## src/rtl/axi_wr_burst_arbiter.sv

```systemverilog
// Round-robin arbiter sharing one AXI write slave port (AW + W) among four masters.
// The grant is held from the AW handshake through the WLAST beat; beat counts are checked against AWLEN.
module axi_wr_burst_arbiter #(
    parameter int ADDR_W = 32,
    parameter int DATA_W = 32,
    parameter int STRB_W = DATA_W / 8
) (
    input  logic                  clk,
    input  logic                  rst_n,
    input  logic [3:0]            m_awvalid,
    input  logic [4*ADDR_W-1:0]   m_awaddr,
    input  logic [4*8-1:0]        m_awlen,
    output logic [3:0]            m_awready,
    input  logic [3:0]            m_wvalid,
    input  logic [4*DATA_W-1:0]   m_wdata,
    input  logic [4*STRB_W-1:0]   m_wstrb,
    input  logic [3:0]            m_wlast,
    output logic [3:0]            m_wready,
    output logic                  s_awvalid,
    output logic [ADDR_W-1:0]     s_awaddr,
    output logic [7:0]            s_awlen,
    output logic [1:0]            s_awid,
    input  logic                  s_awready,
    output logic                  s_wvalid,
    output logic [DATA_W-1:0]     s_wdata,
    output logic [STRB_W-1:0]     s_wstrb,
    output logic                  s_wlast,
    input  logic                  s_wready,
    output logic [3:0]            grant,
    output logic                  busy,
    output logic                  len_err
);

    typedef enum logic [1:0] {S_IDLE, S_AW, S_WDATA} state_t;

    state_t     state, state_nxt;
    logic [3:0] grant_nxt;
    logic [3:0] last_winner;
    logic [3:0] winner;
    logic [1:0] g;
    logic [7:0] beat_cnt;
    logic [7:0] awlen_q;
    logic       ovf_q;
    logic       aw_hs;
    logic       w_hs;

    always_comb begin
        g = 2'd0;
        for (int i = 0; i < 4; i++)
            if (grant[i]) g = 2'(i);
    end

    // Search begins one past the previous winner; an empty last_winner starts at master 0.
    always_comb begin
        logic [1:0] start;
        logic [1:0] idx;
        logic       found;
        winner = 4'b0000;
        start  = 2'd0;
        found  = 1'b0;
        idx    = 2'd0;
        for (int i = 0; i < 4; i++)
            if (last_winner[i]) start = 2'(i + 1);
        for (int j = 0; j < 4; j++) begin
            idx = start + 2'(j);
            if (!found && m_awvalid[idx]) begin
                winner[idx] = 1'b1;
                found       = 1'b1;
            end
        end
    end

    // NOTE: every output gets a default first so no path through the case leaves a latch.
    always_comb begin
        m_awready = 4'b0000;
        m_wready  = 4'b0000;
        s_awvalid = 1'b0;
        s_awaddr  = '0;
        s_awlen   = 8'd0;
        s_awid    = 2'd0;
        s_wvalid  = 1'b0;
        s_wdata   = '0;
        s_wstrb   = '0;
        s_wlast   = 1'b0;
        case (state)
            S_AW: begin
                s_awvalid    = m_awvalid[g];
                s_awaddr     = m_awaddr[g*ADDR_W +: ADDR_W];
                s_awlen      = m_awlen[g*8 +: 8];
                s_awid       = g;
                m_awready[g] = s_awready;
            end
            S_WDATA: begin
                s_wvalid    = m_wvalid[g];
                s_wdata     = m_wdata[g*DATA_W +: DATA_W];
                s_wstrb     = m_wstrb[g*STRB_W +: STRB_W];
                s_wlast     = m_wlast[g];
                m_wready[g] = s_wready;
            end
            default: ;
        endcase
    end

    assign aw_hs = s_awvalid & s_awready;
    assign w_hs  = s_wvalid & s_wready;
    assign busy  = (state != S_IDLE);

    always_comb begin
        state_nxt = state;
        grant_nxt = grant;
        case (state)
            S_IDLE: begin
                if (|m_awvalid) begin
                    grant_nxt = winner;
                    state_nxt = S_AW;
                end
            end
            S_AW: begin
                if (aw_hs) state_nxt = S_WDATA;
            end
            S_WDATA: begin
                if (w_hs && s_wlast) begin
                    grant_nxt = 4'b0000;
                    state_nxt = S_IDLE;
                end
            end
            default: begin
                grant_nxt = 4'b0000;
                state_nxt = S_IDLE;
            end
        endcase
    end

    // NOTE: sequential state uses non-blocking assignments so every register samples pre-edge values.
    always_ff @(posedge clk or negedge rst_n) begin
        if (!rst_n) begin
            state <= S_IDLE;
            grant <= 4'b0000;
        end else begin
            state <= state_nxt;
            grant <= grant_nxt;
        end
    end

    // ovf_q remembers an overrun already flagged so the closing WLAST does not flag it twice.
    always_ff @(posedge clk or negedge rst_n) begin
        if (!rst_n) begin
            last_winner <= 4'b0000;
            beat_cnt    <= 8'd0;
            awlen_q     <= 8'd0;
            ovf_q       <= 1'b0;
            len_err     <= 1'b0;
        end else begin
            len_err <= 1'b0;
            if (aw_hs) begin
                last_winner <= grant;
                beat_cnt    <= 8'd0;
                awlen_q     <= s_awlen;
                ovf_q       <= 1'b0;
            end
            if (w_hs) begin
                beat_cnt <= beat_cnt + 8'd1;
                if (!ovf_q) begin
                    if (s_wlast && (beat_cnt != awlen_q))
                        len_err <= 1'b1;
                    if (!s_wlast && (beat_cnt == awlen_q)) begin
                        len_err <= 1'b1;
                        ovf_q   <= 1'b1;
                    end
                end
            end
        end
    end

endmodule
```

## config.mk

```make
export PLATFORM = sky130hd
export DESIGN_NAME = axi_wr_burst_arbiter
export DESIGN_NICKNAME = d
export VERILOG_FILES = /design/src/rtl/axi_wr_burst_arbiter.sv
export SDC_FILE = /design/constraint.sdc
export NUM_CORES = 1
export LEC_CHECK = 0
export CORE_AREA = 2 2 160 162
export CTS_BUF_LIST = sky130_fd_sc_hd__clkbuf_16
export DETAILED_ROUTE_END_ITERATION = 10
export DIE_AREA = 0 0 162 164
export PLACE_DENSITY_LB_ADDON = 0.1
export SETUP_SLACK_MARGIN = 0.3
export SLEW_MARGIN = 15
export SYNTH_ARGS = -nofsm -noshare
export SYNTH_HDL_FRONTEND = slang
export SYNTH_SLANG_ARGS = --single-unit
```

## constraint.sdc

```tcl
create_clock -name clk -period 3.3 [get_ports clk]
set_input_delay 0.33 -clock clk [delete_from_list [all_inputs] [get_ports clk]]
set_output_delay 0.33 -clock clk [all_outputs]
set_load 0.1 [all_outputs]
```

==> results.tsv, run 1 <==
metric	value	unit
run_status	finished, final reports clean	
path_max_fanout	24	
numClockSinks	28	
design_area	9600	µm²
die_area	26600	µm²
grt.busiest_layer	met2	
ys_top_cells_by_count	nor2_1 (231), a21oi_1 (149), mux2i_1 (78)	
cts_tree	done	
worstSkewPairLatency	0.26	ns
clkPwrFrac	4.5	%
h-tree-depth	1	
p_total	8.04	mW
core-area	24800	µm²
pwr-share-comb	88.0	%
drv_slew	0	
sw_frac_of_total	65.9	%
hold_viol	0	
crit_arrival	2.39	ns
antenna_found_initial	1	
syn_nets	1056	
antenna_left	0	
grtUsageMet1	21.4	%
met3_usage	4.60	%
n_antenna_cell	0	
synth_edf_count	0	
wl	25500	µm
post_cts_resized	0	
period_share	82.5	%
cts_buffers	3	
crit_type	flop to output port	
p_int	2.74	mW
postPlaceCellArea	9500	µm²
ys.flop_type	dfrtp_1	
max_freq	367	MHz
synth_area	4600	µm²
root_buffer	clkbuf_16	
slew_headroom	34.9	%
rrSetupSlack	0.69	ns
die_h	164	µm
power_frac_seq	7.5	%
ys_types	58	
clk_pin_slew	0.07	ns
floorplan.initialDensity	18.5	%
synth_top_area_share	18.9	%
grt_pass1_wl	37600	µm
drv_cap	0	
synth_seq_cells	28	
syn_to_final_growth	109	%
power_density	837	nW/µm²
viasPerCell	4.44	
grt_util_all_layers	18.2	%
post-cts-setup-buffers	0	
final_nets	1429	
end_kind	output port	
yosysWarnings	0	
drt_iter0_drc	394	
synthArstFlopShare	100	%
min_path_type	input port to asynchronous set/reset pin	
gp_congestion	0.801	
dr.pass1.iters	4	
die_w	162	µm
setup_viol	0	
synth.avg_cell_area	6.31	µm²
grt_max_degree	98	
fin_skew	0.00209	ns
holdBufCountCts	0	
cellLeakagePower	3.68	nW
grt_pass1_vias	6231	
rsz0062_at_grt	false	
synthTopCellsByArea	nor2_1 (19%), mux2i_1 (17%), a21oi_1 (16%)	
switchingPower	5.29	mW
ios	415	
synth-seq-area-share	15.2	%
via_count	6345	
final_util	38.7	%
drive_gt1_share	20.8	%
tightest_slew	0.973	ns
vdd_drop_max	1.24	mV
overflow	0	
place.detailed.hpwl	21100	µm
num_rows	58	
port_buffers	414	
synthMostInstantiatedCell	nor2_1	
required	2.97	ns
grt.met2_usage	33.4	%
reg2reg_from	last_winner[2]	
fin_crit	2.72	ns
avgRoutedWirePerCell	17.8	µm
clockBufferDepth	2	
drc	0	
syn_inst	728	
start_kind	flop	
startpoint	grant[1]	
yosysTopAreaCell	nor2_1	
-- layer usage --
layer	up-vias	wire length, µm
met5	-	13
met4	2	520
met3	28	1790
met2	221	13000
met1	2847	10100
li1	3247	-
-- cells by family after synthesis --
group / count (synthesis) / synth area share [%]
buffers and inverters: 69 / 6.29
muxes: 95 / 21.4
adders and majority gates: 8 / 2.18
xor gates and xnor gates: 9 / 1.71
AOI/OAI and AO/OA: 197 / 23.5
and+or+nand+nor: 322 / 29.7
DFF: 28 / 15.2
-- final timing paths --
check	cells past startpoint	end
setup / recovery	8	s_wdata[12]
hold / removal	2	len_err
setup reg to reg	7	grant[2]
max in group asynchronous	2	grant[1]
hold reg to reg	1	len_err
min in group clk	1	len_err
-- worst max-delay path, stage by stage, from the launching register on --
cell	delay, ns
dfrtp_4	0.71
buf_4	0.30
mux2i_1	0.21
nor2_1	0.05
a21oi_1	0.12
nor2_1	0.05
a21oi_1	0.39
nor2_4	0.03
buf_4	0.25
-- stage by stage --
stage	setup TNS [ns]	hold slack (ns)	cells	setup slack [ns]
4_1_cts	0	0.469	1430	0.550
5_1_grt	0	0.469	1430	0.377
3_5_place_dp	0	0.452	1426	0.485
6_report	0	0.458	1430	0.579
2_1_floorplan	-0.440	0.0344	728	-0.440
3_3_place_gp	0	0.444	1426	0.490
-- sequential cells by signal (all words and copies together) (netlist names) --
register and count:
grant 4, beat_cnt 8, awlen_q 8, len_err 1, state 2, ovf_q 1
last_winner 4
-- cells in the final DEF, fill, tap and decap left out, types with 3 or more instances in the layout --
cell,synthesis,routed
a21oi_1,149,140
a21oi_2,1,10
ha_1,8,8
mux2i_1,78,78
buf_4,0,98
nand2b_1,11,9
nor2_2,1,9
dfrtp_1,28,25
nor3_1,5,4
nor2_4,0,68
nand3_1,4,4
mux2_2,15,15
nand4_1,3,3
inv_1,7,7
xnor2_1,9,9
dfrtp_4,0,3
nor2_1,231,155
buf_12,0,10
nor3b_1,3,3
o21ai_0,23,23
a31oi_1,3,3
nand2_1,41,41
clkbuf_16,0,3
clkdlybuf4s50_1,0,321
-- layout make-up --
type	instances	area, µm²
clock buffer	3	75.1
clock inverter	1	30.0
fill	2659	15200
inverter	8	30.0
multi-input combinational	631	4190
sequential	28	712
tap	330	413
timing repair buffer	429	4150
-- power by group through the flow --
stage          clock network [mW]  logic, mW  registers, mW
6_report                    0.365       7.07          0.603
5_1_grt                     0.387       7.50          0.624
4_1_cts                     0.372       7.14          0.608
3_5_place_dp                    0       7.13          0.616
3_3_place_gp                    0       7.12          0.615
2_1_floorplan                   0       5.39          0.603
Power figures use the tool's default switching activity.
==> run 2: changes to the inputs <==
==> constraint.sdc (replaced) <==
create_clock -name clk -period 2.72 [get_ports clk]
set_input_delay 0.272 -clock clk [delete_from_list [all_inputs] [get_ports clk]]
set_output_delay 0.272 -clock clk [all_outputs]
set_load 0.1 [all_outputs]
==> results.tsv, run 2 (same netlist as run 1, synthesis figures left out) <==
metric	value	unit	change
path_max_fanout	5		was 24
fin_crit	2.33	ns	
pre_cts_ws	0.180	ns	was 0.485 ns
root_buffer	clkbuf_16		unchanged
startpoint	last_winner[0]		was grant[1]
wl_met1	9610	µm	was 10100 µm
highest_layer	met5		unchanged
holdBufCountCts	0		unchanged
clockBufferDepth	2		unchanged
p_total	11.5	mW	was 8.04 mW
floorplan.initialDensity	18.5	%	unchanged
drive_gt1_share	23.2	%	was 20.8%
hp-start	ovf_q		
core-area	24800	µm²	unchanged
required	2.87	ns	was 2.97 ns
reg_top3	awlen_q: 8 flops, beat_cnt: 8 flops		unchanged
crit_type	flop to flop		was flop to output port
reg2reg_from	last_winner[0]		was last_winner[2]
cts_tree	done		unchanged
num_rows	58		unchanged
fin_setup_tns	0	ns	unchanged
sw_frac_of_total	59.5	%	was 65.9%
numClockSinks	28		unchanged
layout_common_cells	clkdlybuf4s50_1 (319), nor2_1 (154), a21oi_1 (138)		was clkdlybuf4s50_1 (321), nor2_1 (155), a21oi_1 (140)
antenna_found_initial	4		was 1
worst_slack	0.388	ns	was 0.579 ns
dr_wl_met2	13500	µm	was 13000 µm
drv_slew	0		unchanged
cts_buffers	3		unchanged
grt_pass1_wl	37500	µm	was 37600 µm
wl_met3	1920	µm	was 1790 µm
wl	25600	µm	was 25500 µm
dr.pass1.iters	4		unchanged
switchingPower	6.84	mW	was 5.29 mW
vdd_drop_max	1.28	mV	was 1.24 mV
min_path_type	flop to flop		was input port to asynchronous set/reset pin
setup_viol	0		unchanged
final_nets	1445		was 1429
grt_pass1_vias	6427		was 6231
die_w	162	µm	unchanged
clkPwrFrac	3.9	%	was 4.5%
p_int	4.65	mW	was 2.74 mW
mostFrequentLayoutCell	clkdlybuf4s50_1		unchanged
worstSkewPairLatency	0.27	ns	was 0.26 ns
clk_pin_slew	0.07	ns	about the same
die_h	164	µm	unchanged
drc	0		unchanged
power_frac_seq	6.2	%	was 7.5%
viasPerCell	4.46		was 4.44
ios	415		unchanged
crit_arrival	2.48	ns	was 2.39 ns
period_share	85.7	%	
fin_skew	0.00343	ns	was 0.00209 ns
port_buffers	414		unchanged
max_freq	429	MHz	
cellLeakagePower	4.09	nW	was 3.68 nW
power_density	1040	nW/µm²	was 837 nW/µm²
place.detailed.hpwl	21300	µm	was 21100 µm
die_area	26600	µm²	unchanged
start_kind	flop		unchanged
drt_iter0_drc	197		was 394
hold_viol	0		unchanged
gp_congestion	0.846		was 0.801
end_kind	flop		was output port
pwr-share-comb	89.9	%	was 88.0%
final_util	44.6	%	was 38.7%
grt_util_all_layers	18.2	%	about the same
tightest_slew	0.817	ns	was 0.973 ns
antenna_left	0		unchanged
overflow	0		unchanged
rsz0062_at_grt	true		was false
via_count	6466		was 6345
h-tree-depth	1		unchanged
drv_cap	0		unchanged
syn_to_final_growth	141	%	was 109%
slew_headroom	45.3	%	was 34.9%
avgRoutedWirePerCell	17.7	µm	was 17.8 µm
grt_max_degree	140		was 98
run_status	finished, final reports clean		unchanged
[run 2: cell types whose count changed in the layout (fill, tap and decap cells not counted), sizes merged]
cell           previous run  this run
mux4                      1         2
buf                     108       125
clkdlybuf4s50           321       319
diode                     0         3
[run 2: area by class of cell]
cell class	count	area, µm²
Antenna cell	3	7.51
Clock buffer	3	75.1
Clock inverter	1	30.0
Fill cell	2528	13700
Inverter	8	32.5
Multi-Input combinational cell	632	4390
Sequential cell	28	713
Tap cell	330	413
Timing Repair Buffer	444	5420
[run 2: worst max-delay path, cell delays in order (launching register included)]
cell,delay (ns)
dfrtp_1,0.42
nor2b_4,0.15
nor2_4,0.10
nor2_4,0.06
buf_4,0.14
ha_4,0.27
mux4_2,0.57
nand3_2,0.09
a21oi_1,0.07
a2111o_1,0.34
[run 2: worst paths after layout]
kind / end / slack, ns / cells past startpoint
hold reg to reg: len_err / 0.46 / 1
setup reg to reg: grant[1] / 0.39 / 9
min in group asynchronous: ovf_q / 0.48 / 1
max in group asynchronous: awlen_q[1] / 1.62 / 2
hold / removal: len_err / 0.46 / 1
setup / recovery: grant[1] / 0.39 / 9
[run 2: metal layers]
metal	GRT usage [%]	vias to the layer above
met5	0	-
li1	-	3301
met1	20.0	2917
met3	5.28	34
met4	4.26	2
met2	34.4	212
[run 2: metrics by stage]
step	cell area [µm²]	hold WS [ns]	std cells
floorplan	5320	-0.0236	728
detailed placement	10800	0.451	1433
CTS	10900	0.456	1439
global placement	10800	0.446	1433
global route	11100	0.458	1449
finish	11100	0.456	1449
[run 2: repair_timing]
action,in CTS,in global routing
buffers inserted,2,6
gates cloned,0,1
endpoints found under the setup margin,50,30
resized for setup,4,17
pin swaps,0,4
[run 2: power groups by stage]
stage	clock network, mW	logic (mW)	registers, mW
after floorplan	0	6.70	0.742
after global placement	0	10.1	0.765
after detailed placement	0	10.1	0.767
after CTS	0.454	10.2	0.733
after global routing	0.466	10.9	0.739
final	0.446	10.3	0.716
